### config.mk
export PLATFORM = sky130hd
export DESIGN_NAME = rr_stage
export DESIGN_NICKNAME = d
export VERILOG_FILES = /design/src/rtl/rr_pkg.sv /design/src/rtl/reg_file_8x16.sv /design/src/rtl/rr_stage.sv
export SDC_FILE = /design/constraint.sdc
export NUM_CORES = 1
export LEC_CHECK = 0
export CAP_MARGIN = 20
export CORE_UTILIZATION = 50
export DETAILED_ROUTE_END_ITERATION = 10
export PLACE_DENSITY_LB_ADDON = 0.05
export REMOVE_ABC_BUFFERS = 1
export SLEW_MARGIN = 20
export SYNTH_ARGS = -nofsm -noshare
export SYNTH_HDL_FRONTEND = slang
export SYNTH_SLANG_ARGS = --single-unit
### constraint.sdc
create_clock -name clk -period 3.2 [get_ports clk]
set_clock_uncertainty 0.1 [all_clocks]
set_input_delay 0.48 -clock clk [delete_from_list [all_inputs] [get_ports clk]]
set_output_delay 0.48 -clock clk [all_outputs]
set_load 0.05 [all_outputs]
### src/rtl/rr_pkg.sv
// Shared definitions for the register-read stage: opcodes, instruction field
// slices, the bubble encoding, the RR/EX register layout and decode helpers.
package rr_pkg;

  localparam int NREGS = 8;
  localparam logic [15:0] BUBBLE_IR = 16'hF000;

  // Instruction field slices
  localparam int OP_HI = 15;
  localparam int OP_LO = 12;
  localparam int RA_HI = 11;
  localparam int RA_LO = 9;
  localparam int RB_HI = 8;
  localparam int RB_LO = 6;
  localparam int RC_HI = 5;
  localparam int RC_LO = 3;

  // Opcodes
  localparam logic [3:0] OP_ADI  = 4'b0000;
  localparam logic [3:0] OP_ADD  = 4'b0001;
  localparam logic [3:0] OP_NAND = 4'b0010;
  localparam logic [3:0] OP_LLI  = 4'b0011;
  localparam logic [3:0] OP_LW   = 4'b0100;
  localparam logic [3:0] OP_SW   = 4'b0101;
  localparam logic [3:0] OP_BEQ  = 4'b1000;
  localparam logic [3:0] OP_BLT  = 4'b1001;
  localparam logic [3:0] OP_BLE  = 4'b1010;
  localparam logic [3:0] OP_JAL  = 4'b1100;
  localparam logic [3:0] OP_JLR  = 4'b1101;

  // Contents of the RR/EX pipeline register
  typedef struct packed {
    logic [15:0] ir;
    logic [15:0] pc;
    logic [15:0] pc2;
    logic [15:0] d1;
    logic [15:0] d2;
    logic [15:0] imm;
    logic        valid;
    logic        reg_wr_en;
  } ex_t;

  localparam ex_t EX_BUBBLE = '{ir: BUBBLE_IR, pc: 16'h0, pc2: 16'h0, d1: 16'h0,
                                d2: 16'h0, imm: 16'h0, valid: 1'b0, reg_wr_en: 1'b0};

  // Immediate extension by opcode; opcodes without an immediate give 0
  function automatic logic [15:0] imm_gen(input logic [15:0] ir);
    logic [15:0] imm;
    imm = 16'h0;
    case (ir[OP_HI:OP_LO])
      OP_ADI, OP_LW, OP_SW, OP_BEQ, OP_BLT, OP_BLE: imm = {{10{ir[5]}}, ir[5:0]};
      OP_LLI:                                       imm = {7'h0, ir[8:0]};
      OP_JAL, OP_JLR:                               imm = {{7{ir[8]}}, ir[8:0]};
      default:                                      imm = 16'h0;
    endcase
    return imm;
  endfunction

  // Opcodes that may write a register; conditional ALU forms are settled in EX
  function automatic logic writes_reg(input logic [3:0] op);
    logic wr;
    wr = 1'b0;
    case (op)
      OP_ADI, OP_ADD, OP_NAND, OP_LLI, OP_LW, OP_JAL, OP_JLR: wr = 1'b1;
      default:                                               wr = 1'b0;
    endcase
    return wr;
  endfunction

endpackage

### src/rtl/reg_file_8x16.sv
// 8x16 register file: two asynchronous read ports, one synchronous write port,
// synchronous active-high reset clearing every register.
module reg_file_8x16
  import rr_pkg::*;
(
  input  logic        clk,
  input  logic        rst,
  input  logic        wr_en,
  input  logic [2:0]  wr_addr,
  input  logic [15:0] wr_data,
  input  logic [2:0]  rd_addr_a,
  output logic [15:0] rd_data_a,
  input  logic [2:0]  rd_addr_b,
  output logic [15:0] rd_data_b
);

  logic [15:0] regs_reg [NREGS];

  genvar gi;
  generate
    for (gi = 0; gi < NREGS; gi++) begin : g_reg
      // Each register clears on reset and loads when addressed by the write port
      always_ff @(posedge clk) begin
        if (rst) begin
          regs_reg[gi] <= 16'h0;
        end else if (wr_en && (wr_addr == 3'(gi))) begin
          regs_reg[gi] <= wr_data;
        end
      end
    end
  endgenerate

  assign rd_data_a = regs_reg[rd_addr_a];
  assign rd_data_b = regs_reg[rd_addr_b];

endmodule

### src/rtl/rr_stage.sv
// Register-read stage: reads the register file, picks forwarded / bypassed /
// file operands, generates the immediate and loads the RR/EX register.
// Optional stall-cycle counter enabled by defining RR_STALL_CNT_EN.
module rr_stage
  import rr_pkg::*;
(
  input  logic        clk,
  input  logic        rst,
  input  logic [15:0] ir_in,
  input  logic [15:0] pc_in,
  input  logic [15:0] pc2_in,
  input  logic        valid_in,
  input  logic        flush,
  input  logic        freeze,
  input  logic [15:0] d1_fwd,
  input  logic        d1_fwd_en,
  input  logic [15:0] d2_fwd,
  input  logic        d2_fwd_en,
  input  logic        wb_wr_en,
  input  logic [2:0]  wb_addr,
  input  logic [15:0] wb_data,
  output logic [15:0] ir_rr,
  output logic        hold_upstream,
  output logic [15:0] ir_ex,
  output logic [15:0] pc_ex,
  output logic [15:0] pc2_ex,
  output logic [15:0] d1_ex,
  output logic [15:0] d2_ex,
  output logic [15:0] imm_ex,
  output logic        valid_ex,
  output logic        reg_wr_en_ex,
  output logic [15:0] stall_cnt
);

  logic [2:0]  ra_addr;
  logic [2:0]  rb_addr;
  logic [15:0] rf_a;
  logic [15:0] rf_b;
  logic [15:0] d1_sel;
  logic [15:0] d2_sel;
  ex_t         ex_reg;
  ex_t         ex_next;

  assign ra_addr = ir_in[RA_HI:RA_LO];
  assign rb_addr = ir_in[RB_HI:RB_LO];

  // Invalid slots are shown to the forwarding unit as a never-matching bubble
  assign ir_rr = valid_in ? ir_in : BUBBLE_IR;
  // A flush redirects fetch, so it must not be blocked by a concurrent freeze
  assign hold_upstream = freeze && !flush;

  reg_file_8x16 u_rf (
    .clk       (clk),
    .rst       (rst),
    .wr_en     (wb_wr_en),
    .wr_addr   (wb_addr),
    .wr_data   (wb_data),
    .rd_addr_a (ra_addr),
    .rd_data_a (rf_a),
    .rd_addr_b (rb_addr),
    .rd_data_b (rf_b)
  );

  // Operand select: forwarding first, then same-cycle writeback, then the file
  always_comb begin
    d1_sel = rf_a;
    d2_sel = rf_b;
    if (d1_fwd_en) begin
      d1_sel = d1_fwd;
    end else if (wb_wr_en && (wb_addr == ra_addr)) begin
      d1_sel = wb_data;
    end
    if (d2_fwd_en) begin
      d2_sel = d2_fwd;
    end else if (wb_wr_en && (wb_addr == rb_addr)) begin
      d2_sel = wb_data;
    end
  end

  // Next RR/EX contents: a bubble unless a live, unfrozen, unflushed instruction
  always_comb begin
    ex_next = EX_BUBBLE;
    if (valid_in && !flush && !freeze) begin
      ex_next.ir        = ir_in;
      ex_next.pc        = pc_in;
      ex_next.pc2       = pc2_in;
      ex_next.d1        = d1_sel;
      ex_next.d2        = d2_sel;
      ex_next.imm       = imm_gen(ir_in);
      ex_next.valid     = 1'b1;
      ex_next.reg_wr_en = writes_reg(ir_in[OP_HI:OP_LO]);
    end
  end

  // RR/EX pipeline register
  always_ff @(posedge clk) begin
    if (rst) begin
      ex_reg <= EX_BUBBLE;
    end else begin
      ex_reg <= ex_next;
    end
  end

  assign ir_ex        = ex_reg.ir;
  assign pc_ex        = ex_reg.pc;
  assign pc2_ex       = ex_reg.pc2;
  assign d1_ex        = ex_reg.d1;
  assign d2_ex        = ex_reg.d2;
  assign imm_ex       = ex_reg.imm;
  assign valid_ex     = ex_reg.valid;
  assign reg_wr_en_ex = ex_reg.reg_wr_en;

`ifdef RR_STALL_CNT_EN
  logic [15:0] stall_cnt_reg;

  // Saturating count of cycles in which upstream stages were held
  always_ff @(posedge clk) begin
    if (rst) begin
      stall_cnt_reg <= 16'h0;
    end else if (hold_upstream && (stall_cnt_reg != 16'hFFFF)) begin
      stall_cnt_reg <= stall_cnt_reg + 16'h1;
    end
  end

  assign stall_cnt = stall_cnt_reg;
`else
  assign stall_cnt = 16'h0;
`endif

endmodule

==> results.toml <==
[outcome]
status = "finished, final reports clean"

[clock_network]
cts_num_sinks = 220
numCtsBuffers = 23
cts_resized = 0
clock_path_buffers = 3
clockRootBuffer = "clkbuf_16"
cts.clk_slew.worst_paths_ns = 0.06
ctsHoldBuffers = 0
cts_tree = "done"
clkLatencyLatePin_ns = 0.51
postCtsSetupRepairBufs = 0
htreeDepth = 1

[global_routing]
grt_util_all_layers = 0.281
grt.met1_usage = 0.356
busiest_layer = "met2"
antenna_found_initial = 0
gr-total-overflow = 0
grt_pass1_wl_um = 43900
grt_max_degree = 84
globalRouteMet3Util = 0.0533
use_met2 = 0.472
grt_pass1_vias = 7208

[layout]
fillers = 1447
largest_register_ffs = 128
multi_input_area_mm2 = 0.00418
diodes = 0
final_area_mm2 = 0.0137
ff_latch_area_mm2 = 0.00569
area_growth_pct = 32.6
drive_above_1_share = 0.157
final_nets = 1069

[detailed_routing]
wire_per_inst_um = 23.7
vias = 7096
ant_nets = 0
wirelength_um = 29500
drcViolationCount = 0
first_pass_iters = 5
drtIter0Drc = 489
vias_per_cell = 5.69

[synth]
ys_types = 36
synth.top_cells.by_count = "and2_1 (182), edfxtp_1 (128), dfxtp_1 (92)"
synth_area_leaders = "edfxtp_1 (37%), dfxtp_1 (18%), mux4_1 (14%)"
syn_inst = 721
ys.flop_type = "edfxtp_1"
postSynth.asyncResetShare = 0
yosys_warnings = 0
yosysMostFrequentCell = "and2_1"
yosysTopAreaCellShare = 0.373
synth_area_leader_cell = "edfxtp_1"
synth_edf_count = 128
ys_seq_elements = 220
synth.avg_cell_area_um2 = 14.3
yosysSeqAreaShare = 0.552
syn_area_mm2 = 0.0103

[sta]
fin_tns_setup_ns = 0
grt_setup_unrepaired = "no"
period_minus_slack_ns = 2.78
slew_headroom = 0.389
fin_crit_sh = 0.868
tightest_slew_ns = 0.914
drv_slew = 0
hold_viol = 0
max_freq_mhz = 360
setup_viol = 0

[placed_design]
dp_hpwl_um = 20400
globalplace.congestion = 0.857
port_buffers = 221
post_dp_cell_area_mm2 = 0.0129

[floorplanning]
rows = 52
die_w_um = 146
die_h_um = 146
start_util = 0.509
io_pins = 238
coreArea_mm2 = 0.0202
design.die.area_mm2 = 0.0212

[critical_path]
required_ns = 2.62
cp_max_fo = 10
arrival_ns = 2.20
regToRegSetupSlack_ns = 1.46
cp-start-kind = "primary input"
end_kind = "output port"
path_class = "in -> out"

[power_and_ir_drop]
pwr_density_cell_mw_per_mm2 = 499
ir_worst_vdd_mv = 0.417
leakagePower_nw = 5.37

[worst_hold_path]
hp-class = "in -> reg"

[run]
drv_cap = 0
-- through the flow --
step	hold WS, ns	instances	setup WS, ns	util	power (mW)
2_1_floorplan	0.481	664	-1.03	-	3.68
3_5_place_dp	0.711	1207	0.216	0.636	4.14
5_1_grt	0.383	1248	0.360	0.675	7.03
3_3_place_gp	0.699	1207	0.275	0.636	4.11
6_report	0.363	1248	0.421	0.675	6.81
4_1_cts	0.350	1248	0.407	0.675	6.84
-- area by class of cell --
cell class	count	area share
Clock buffer	35	0.0554
Clock inverter	6	0.00238
Inverter	9	0.00247
Multi-Input combinational cell	435	0.306
Sequential cell	220	0.416
Tap cell	270	0.0247
Timing Repair Buffer	273	0.193
-- layout by cell type, fill, tap and decap left out, types with 2 or more instances in the layout --
cell / n
nand2_1: 9
mux2_2: 32
mux4_2: 11
a21oi_1: 2
nor2_2: 2
o21bai_1: 6
buf_12: 6
nand4_1: 3
buf_4: 58
clkdlybuf4s50_1: 207
and3_1: 33
a221o_1: 32
inv_4: 2
conb_1: 16
o21ai_1: 3
mux4_1: 53
xnor2_1: 6
and2_1: 182
nand2b_1: 12
clkbuf_1: 2
buf_2: 2
dfxtp_1: 92
edfxtp_1: 128
inv_1: 9
nor2b_1: 5
nor2_1: 15
o21ai_0: 3
nor3_1: 2
clkbuf_16: 27
clkbuf_8: 5
clkinv_2: 4
-- where the power goes --
group / leakage (nW) / internal (mW) / total, mW / switching (mW)
clock network: 0.400 / 1.63 / 2.73 / 1.09
registers: 1.98 / 3.13 / 3.19 / 0.0621
logic: 2.99 / 0.428 / 0.895 / 0.467
total: 5.37 / 5.19 / 6.81 / 1.62
-- worst max-delay path, stage by stage --
cell	delay, ns
clkdlybuf4s50_1	0.59
buf_4	0.26
nand2b_1	0.07
clkdlybuf4s50_1	0.79
-- worst paths after layout --
path | endpoint | cells after the start | startpoint
worst max-delay path | ir_rr[13] | 4 | valid_in
worst min-delay path | ir_ex[9] | 2 | ir_in[9]
worst max register to register | d1_ex[15] | 3 | u_rf.regs_reg[7][15]
worst min register to register | d1_ex[10] | 3 | u_rf.regs_reg[2][10]
-- cell families (layout without fill, tap and decap cells) --
logic type             Yosys count  count (layout)  share of synthesized area
buffers and inverters           81             323                     0.0494
multiplexers                    96              96                      0.194
AO/OA/AOI/OAI                   50              50                     0.0423
XOR/XNOR                         6               6                    0.00510
AND/OR/NAND/NOR                267             267                      0.157
other                            1              16                   0.000364
flip-flops                     220             220                      0.552
-- per-layer routing --
layer / vias up / wire length [um]
li1: 3152 / -
met1: 3537 / 11900
met2: 332 / 14400
met3: 75 / 2090
met4: 0 / 1160
met5: - / 0
Power figures use the tool's default switching activity.
